[config.mk]
export PLATFORM = sky130hd
export DESIGN_NAME = status_reg_flat
export DESIGN_NICKNAME = d
export VERILOG_FILES = /design/src/rtl/status_reg_if.sv /design/src/rtl/status_reg.sv /design/src/flat_wrapper.sv
export SDC_FILE = /design/constraint.sdc
export NUM_CORES = 1
export LEC_CHECK = 0
export BUFFER_PORTS_ARGS = -buffer_cell sky130_fd_sc_hd__buf_2
export CAP_MARGIN = 20
export CELL_PAD_IN_SITES_DETAIL_PLACEMENT = 1
export CELL_PAD_IN_SITES_GLOBAL_PLACEMENT = 2
export CORE_ASPECT_RATIO = 0.7
export CORE_MARGIN = 10
export CORE_UTILIZATION = 13
export CTS_CLUSTER_DIAMETER = 100
export DETAILED_ROUTE_END_ITERATION = 16
export GPL_TIMING_DRIVEN = 0
export PLACE_DENSITY_LB_ADDON = 0.15
export SLEW_MARGIN = 20
export SYNTH_ARGS = -nofsm -noshare
export SYNTH_HDL_FRONTEND = slang
export SYNTH_SLANG_ARGS = --single-unit
[constraint.sdc]
create_clock -name i_clk -period 1.2 [get_ports i_clk]
set_clock_uncertainty 0.2 [all_clocks]
set_input_delay 0.06 -clock i_clk [delete_from_list [all_inputs] [get_ports i_clk]]
set_output_delay 0.06 -clock i_clk [all_outputs]
set_load 0.02 [all_outputs]
[src/rtl/status_reg_if.sv]
// Flag/bus interface between the CPU datapath/sequencer and the status_reg block.
// The master drives ALU flags, memory data and control strobes; the slave returns P state.
interface status_reg_if;
    logic [3:0] alu_flags;
    logic [3:0] flag_we;
    logic       bit_we;
    logic [7:0] mem_data;
    logic       plp_we;
    logic [2:0] flag_op;
    logic       irq_entry;
    logic       instr_boundary;
    logic       push_brk;
    logic [2:0] cond_sel;
    logic [7:0] p_out;
    logic       carry_out;
    logic       branch_taken;
    logic       irq_mask;
    logic       flag_n;
    logic       flag_v;
    logic       flag_d;
    logic       flag_i;
    logic       flag_z;
    logic       flag_c;

    modport master (
        output alu_flags, flag_we, bit_we, mem_data, plp_we, flag_op,
               irq_entry, instr_boundary, push_brk, cond_sel,
        input  p_out, carry_out, branch_taken, irq_mask,
               flag_n, flag_v, flag_d, flag_i, flag_z, flag_c
    );

    modport slave (
        input  alu_flags, flag_we, bit_we, mem_data, plp_we, flag_op,
               irq_entry, instr_boundary, push_brk, cond_sel,
        output p_out, carry_out, branch_taken, irq_mask,
               flag_n, flag_v, flag_d, flag_i, flag_z, flag_c
    );
endinterface

[src/rtl/status_reg.sv]
// 6502 processor-status register: flag capture, flag instructions, PLP/PHP packing,
// branch evaluation and delayed IRQ mask. Define STATUS_DECIMAL_EN to store the D flag.
module status_reg #(
    parameter logic RESET_I  = 1'b1,
    parameter logic BIT5_VAL = 1'b1
) (
    input logic          i_clk,
    input logic          i_rst_n,
    status_reg_if.slave  bus
);

    typedef enum logic [2:0] {
        OP_NONE = 3'd0,
        OP_CLC  = 3'd1,
        OP_SEC  = 3'd2,
        OP_CLI  = 3'd3,
        OP_SEI  = 3'd4,
        OP_CLD  = 3'd5,
        OP_SED  = 3'd6,
        OP_CLV  = 3'd7
    } flag_op_e;

    typedef enum logic [2:0] {
        BR_BPL = 3'd0,
        BR_BMI = 3'd1,
        BR_BVC = 3'd2,
        BR_BVS = 3'd3,
        BR_BCC = 3'd4,
        BR_BCS = 3'd5,
        BR_BNE = 3'd6,
        BR_BEQ = 3'd7
    } cond_e;

    logic r_n, r_v, r_i, r_z, r_c, r_irq_mask;
    logic w_n, w_v, w_i, w_z, w_c, w_irq_mask;
    logic w_d_flag;
    logic w_branch;
    flag_op_e w_op;
    cond_e    w_cond;

    assign w_op   = flag_op_e'(bus.flag_op);
    assign w_cond = cond_e'(bus.cond_sel);

`ifdef STATUS_DECIMAL_EN
    logic r_d, w_d;

    always_comb begin
        w_d = r_d;
        if (bus.plp_we)
            w_d = bus.mem_data[3];
        else if (w_op == OP_CLD)
            w_d = 1'b0;
        else if (w_op == OP_SED)
            w_d = 1'b1;
    end

    always_ff @(posedge i_clk) begin
        if (!i_rst_n)
            r_d <= 1'b0;
        else
            r_d <= w_d;
    end

    assign w_d_flag = r_d;
`else
    assign w_d_flag = 1'b0;
`endif

    // PLP wins outright; otherwise each flag resolves flag_op > bit_we > flag_we > hold.
    always_comb begin
        w_n = r_n;
        w_v = r_v;
        w_i = r_i;
        w_z = r_z;
        w_c = r_c;
        if (bus.plp_we) begin
            w_n = bus.mem_data[7];
            w_v = bus.mem_data[6];
            w_i = bus.mem_data[2];
            w_z = bus.mem_data[1];
            w_c = bus.mem_data[0];
        end else begin
            if (bus.bit_we)
                w_n = bus.mem_data[7];
            else if (bus.flag_we[3])
                w_n = bus.alu_flags[3];

            if (w_op == OP_CLV)
                w_v = 1'b0;
            else if (bus.bit_we)
                w_v = bus.mem_data[6];
            else if (bus.flag_we[2])
                w_v = bus.alu_flags[2];

            if (bus.bit_we || bus.flag_we[1])
                w_z = bus.alu_flags[1];

            if (w_op == OP_CLC)
                w_c = 1'b0;
            else if (w_op == OP_SEC)
                w_c = 1'b1;
            else if (bus.flag_we[0])
                w_c = bus.alu_flags[0];

            if (w_op == OP_CLI)
                w_i = 1'b0;
            else if (w_op == OP_SEI)
                w_i = 1'b1;
        end
        if (bus.irq_entry)
            w_i = 1'b1;
    end

    // The mask samples the pre-edge I, giving CLI/SEI/PLP their one-instruction delay.
    always_comb begin
        w_irq_mask = r_irq_mask;
        if (bus.irq_entry)
            w_irq_mask = 1'b1;
        else if (bus.instr_boundary)
            w_irq_mask = r_i;
    end

    always_ff @(posedge i_clk) begin
        if (!i_rst_n) begin
            r_n        <= 1'b0;
            r_v        <= 1'b0;
            r_z        <= 1'b0;
            r_c        <= 1'b0;
            r_i        <= RESET_I;
            r_irq_mask <= RESET_I;
        end else begin
            r_n        <= w_n;
            r_v        <= w_v;
            r_z        <= w_z;
            r_c        <= w_c;
            r_i        <= w_i;
            r_irq_mask <= w_irq_mask;
        end
    end

    always_comb begin
        w_branch = 1'b0;
        unique case (w_cond)
            BR_BPL: w_branch = ~r_n;
            BR_BMI: w_branch = r_n;
            BR_BVC: w_branch = ~r_v;
            BR_BVS: w_branch = r_v;
            BR_BCC: w_branch = ~r_c;
            BR_BCS: w_branch = r_c;
            BR_BNE: w_branch = ~r_z;
            BR_BEQ: w_branch = r_z;
        endcase
    end

    assign bus.p_out        = {r_n, r_v, BIT5_VAL, bus.push_brk, w_d_flag, r_i, r_z, r_c};
    assign bus.carry_out    = r_c;
    assign bus.branch_taken = w_branch;
    assign bus.irq_mask     = r_irq_mask;
    assign bus.flag_n       = r_n;
    assign bus.flag_v       = r_v;
    assign bus.flag_d       = w_d_flag;
    assign bus.flag_i       = r_i;
    assign bus.flag_z       = r_z;
    assign bus.flag_c       = r_c;

endmodule

[src/flat_wrapper.sv]
// flat-port wrapper written by rule: the top's interface ports become plain ports
module status_reg_flat 
#(
    parameter logic RESET_I  = 1'b1,
    parameter logic BIT5_VAL = 1'b1
)
  (i_clk, i_rst_n, bus_alu_flags, bus_flag_we, bus_bit_we, bus_mem_data, bus_plp_we, bus_flag_op, bus_irq_entry, bus_instr_boundary, bus_push_brk, bus_cond_sel, bus_p_out, bus_carry_out, bus_branch_taken, bus_irq_mask, bus_flag_n, bus_flag_v, bus_flag_d, bus_flag_i, bus_flag_z, bus_flag_c);
  status_reg_if bus_i ();
  input logic i_clk;
  input logic i_rst_n;
  input wire logic [$bits(bus_i.alu_flags)-1:0] bus_alu_flags;
  input wire logic [$bits(bus_i.flag_we)-1:0] bus_flag_we;
  input wire logic [$bits(bus_i.bit_we)-1:0] bus_bit_we;
  input wire logic [$bits(bus_i.mem_data)-1:0] bus_mem_data;
  input wire logic [$bits(bus_i.plp_we)-1:0] bus_plp_we;
  input wire logic [$bits(bus_i.flag_op)-1:0] bus_flag_op;
  input wire logic [$bits(bus_i.irq_entry)-1:0] bus_irq_entry;
  input wire logic [$bits(bus_i.instr_boundary)-1:0] bus_instr_boundary;
  input wire logic [$bits(bus_i.push_brk)-1:0] bus_push_brk;
  input wire logic [$bits(bus_i.cond_sel)-1:0] bus_cond_sel;
  output wire logic [$bits(bus_i.p_out)-1:0] bus_p_out;
  output wire logic [$bits(bus_i.carry_out)-1:0] bus_carry_out;
  output wire logic [$bits(bus_i.branch_taken)-1:0] bus_branch_taken;
  output wire logic [$bits(bus_i.irq_mask)-1:0] bus_irq_mask;
  output wire logic [$bits(bus_i.flag_n)-1:0] bus_flag_n;
  output wire logic [$bits(bus_i.flag_v)-1:0] bus_flag_v;
  output wire logic [$bits(bus_i.flag_d)-1:0] bus_flag_d;
  output wire logic [$bits(bus_i.flag_i)-1:0] bus_flag_i;
  output wire logic [$bits(bus_i.flag_z)-1:0] bus_flag_z;
  output wire logic [$bits(bus_i.flag_c)-1:0] bus_flag_c;
  assign bus_i.alu_flags = bus_alu_flags;
  assign bus_i.flag_we = bus_flag_we;
  assign bus_i.bit_we = bus_bit_we;
  assign bus_i.mem_data = bus_mem_data;
  assign bus_i.plp_we = bus_plp_we;
  assign bus_i.flag_op = bus_flag_op;
  assign bus_i.irq_entry = bus_irq_entry;
  assign bus_i.instr_boundary = bus_instr_boundary;
  assign bus_i.push_brk = bus_push_brk;
  assign bus_i.cond_sel = bus_cond_sel;
  assign bus_p_out = bus_i.p_out;
  assign bus_carry_out = bus_i.carry_out;
  assign bus_branch_taken = bus_i.branch_taken;
  assign bus_irq_mask = bus_i.irq_mask;
  assign bus_flag_n = bus_i.flag_n;
  assign bus_flag_v = bus_i.flag_v;
  assign bus_flag_d = bus_i.flag_d;
  assign bus_flag_i = bus_i.flag_i;
  assign bus_flag_z = bus_i.flag_z;
  assign bus_flag_c = bus_i.flag_c;
  status_reg #(.RESET_I(RESET_I), .BIT5_VAL(BIT5_VAL)) u_core (.i_clk(i_clk), .i_rst_n(i_rst_n), .bus(bus_i));
endmodule
==> impl_metrics.py <==
metrics = {
    "final_layout": {
        "drive_gt1_frac": 0.589,
        "area_growth_pct": 113,
        "regArea_um2": 128,
        "nets": 138,
        "finalInstanceArea_um2": 892,
        "fillCellCount": 375,
        "finalCoreUtilization": 0.285,
        "antenna_cells": 0,
        "multi_input_area_um2": 249,
    },
    "synthesis": {
        "syn_inst": 51,
        "synth.distinct_cells": 22,
        "synthTopCellsByCount": "buf_4, dfxtp_1, nor2_1",
        "yosys.area.top_type": "dfxtp_1",
        "synth_top_family_by_area": "buffers and inverters",
        "synthMuxAreaShare": 0.155,
        "synth_enable_flop_cells": 0,
        "synthFlopType": "dfxtp_1",
        "yosysMostFrequentCell": "buf_4",
        "synth_seq_cells": 6,
        "syn_area_um2": 419,
        "synth_xor_area_frac": 0.0209,
        "synth_adder_area_share": 0,
        "synth_compound_area_frac": 0.164,
        "synth_area_leaders": "dfxtp_1, buf_4, mux2_2, mux4_2, mux2i_1",
        "yosys_warnings": 0,
        "synthSimpleGateAreaFrac": 0.149,
        "ys_seq_area_frac": 0.287,
        "avgSynthCellArea_um2": 8.22,
        "synth_top_area_frac": 0.287,
        "async_flop_share": 0,
    },
    "clock_tree": {
        "cts_htree_levels": 1,
        "cts_tree": "yes",
        "cts.sinks": 6,
        "root_buffer": "clkbuf_8",
        "numCtsBuffers": 3,
        "clock_latency_ns": 0.22,
        "cts_max_path_buffers": 2,
        "clk_pin_slew_ns": 0.04,
    },
    "global_route": {
        "grt_pass1_vias": 602,
        "antenna_found_initial": 0,
        "grt_pass1_wl_mm": 2.66,
        "grt.total_usage": 0.0578,
        "grt_max_degree": 6,
        "gr-total-overflow": 0,
    },
    "power_and_ir_drop": {
        "pwr-share-clk": 0.361,
        "p_sw_uw": 224,
        "ir_worst_vdd_mv": 0.415,
        "p_leak_nw": 0.443,
        "seqPwrFrac": 0.277,
        "p_int_uw": 591,
        "p_comb_frac": 0.362,
        "powerDensity_mw_per_mm2": 914,
        "power.total_uw": 815,
        "swShare": 0.275,
    },
    "run": {
        "max_cap_violations": 0,
    },
    "drt": {
        "wl_mm": 1.72,
        "antenna_left": 0,
        "drt_pass1_iterations": 2,
        "post-route-drc-count": 0,
        "vias": 539,
        "drt_iter0_markers": 1,
        "wire_per_inst_um": 11.9,
        "avgViaCountPerCell": 3.72,
    },
    "sta": {
        "period_minus_slack_ns": 1.62,
        "fin_crit_sh": 1.35,
        "slew_viol_final": 0,
        "rsz0062_at_grt": "true",
        "finalSetupTns_ns": -0.415,
        "timing.fmax_ghz": 0.619,
        "layout_setup_ws_ns": -0.415,
        "hold_viol": 0,
        "setup_violations": 1,
    },
    "floorplanning": {
        "num_rows": 17,
        "start_util": 0.134,
        "fp.dieArea_mm2": 0.00593,
        "die_h_um": 67.5,
        "coreArea_mm2": 0.00313,
        "die_w_um": 87.9,
        "pin_count": 46,
    },
    "status": {
        "violations": "negative setup slack",
        "outcome": "finished with violations",
    },
    "critical_path": {
        "crit_start": "u_core.bus.flag_z",
        "critical_path_class": "register to primary output",
        "cp_max_fo": 2,
        "end_kind": "primary output",
        "worstPathArrival_ns": 1.36,
        "r2r-start": "u_core.bus.carry_out",
        "cp.required_ns": 0.94,
        "startpoint_type": "register",
    },
    "min_path": {
        "hold_start": "bus_plp_we",
        "hp-class": "input port to register",
    },
    "place": {
        "dp_hpwl_mm": 1.44,
        "portBuffers": 38,
        "dpl_cell_area_um2": 684,
        "pre_cts_ws_ns": -0.262,
        "gp_congestion": 0.648,
    },
}
-- power by group through the flow --
stage | clock network [mW] | logic [mW] | registers, mW
2_1_floorplan | 0 | 0.132 | 0.244
3_3_place_gp | 0 | 0.238 | 0.233
3_5_place_dp | 0 | 0.240 | 0.233
4_1_cts | 0.305 | 0.291 | 0.227
5_1_grt | 0.317 | 0.322 | 0.229
6_report | 0.294 | 0.295 | 0.226
-- cell families (layout without fill, tap and decap cells) --
logic type             after synthesis  in the layout
multiplexers                         5              5
AO/OA/AOI/OAI                       10             10
flip-flops                           6              6
other                                2              3
XOR/XNOR                             1              1
buffers and inverters               13             68
AND/OR/NAND/NOR                     14             14
-- stage by stage --
| step | std cells | hold WS (ns) |
|---|---|---|
| after floorplan | 52 | -0.0396 |
| after global placement | 128 | 0.0630 |
| after detailed placement | 128 | 0.0604 |
| after CTS | 145 | 0.0153 |
| after global routing | 145 | 0.0395 |
| final | 145 | 0.00184 |
-- metal layers --
metal | up-vias | share of wire | track usage | routed length [um]
met2 | 36 | 0.36 | 0.0734 | 620
met5 | - | 0 | 0 | 0
met4 | 0 | 0 | 0.0238 | 0
li1 | 278 | - | - | -
met3 | 0 | 0.15 | 0.0385 | 266
met1 | 225 | 0.49 | 0.0736 | 838
-- cell usage in the layout (no fill, tap or decap) --
cell type,instances
mux2i_1,2
nor2_2,1
nor2_1,4
o311ai_1,1
o21a_1,1
dfxtp_2,3
xnor2_4,1
clkbuf_8,3
mux2_2,1
buf_2,36
a21oi_1,1
conb_1,3
nor2b_1,1
nand2b_1,1
nor3_1,1
nand2_1,3
mux2_4,1
mux4_2,1
buf_6,2
a21boi_0,1
dfxtp_1,2
buf_4,11
dlygate4sd3_1,13
a211oi_1,2
o21ai_2,1
nand3_1,3
a21oi_2,1
a31oi_1,1
dfxtp_4,1
a221oi_1,1
inv_1,3
-- final timing paths --
| kind | slack [ns] | endpoint | cells after the start |
|---|---|---|---|
| max | -0.42 | bus_branch_taken | 3 |
| min reg2reg | 0.28 | u_core.bus.irq_mask | 2 |
| max reg2reg | 0.05 | u_core.bus.carry_out | 3 |
| min | 0.002 | u_core.bus.carry_out | 3 |
-- flip-flops by register name, summed over array words and instances, names as in the netlist --
register,flops
u_core.bus.carry_out,1
u_core.bus.flag_i,1
u_core.bus.flag_n,1
u_core.bus.flag_v,1
u_core.bus.flag_z,1
u_core.bus.irq_mask,1
-- cell type report --
type | count | area share
Tap cell | 38 | 0.0533
Clock buffer | 3 | 0.0463
Multi-Input combinational cell | 33 | 0.279
Timing Repair Buffer | 52 | 0.381
Inverter | 3 | 0.0126
Sequential cell | 6 | 0.143
Buffer | 10 | 0.0842
-- critical path: stages, from the launching register on --
cell and delay, ns:
dfxtp_4 0.33, mux4_2 0.52, xnor2_4 0.15, buf_6 0.13
-- what timing repair did --
item | 4_1_cts | 5_1_grt
endpoints found under the hold margin | 6 | 0
resized for setup | 6 | 5
setup buffers | 1 | 0
hold buffers | 13 | 0
setup endpoints to repair | 2 | 4
pin swaps | 1 | 1
Note: power is estimated with default switching activity, not from simulation.
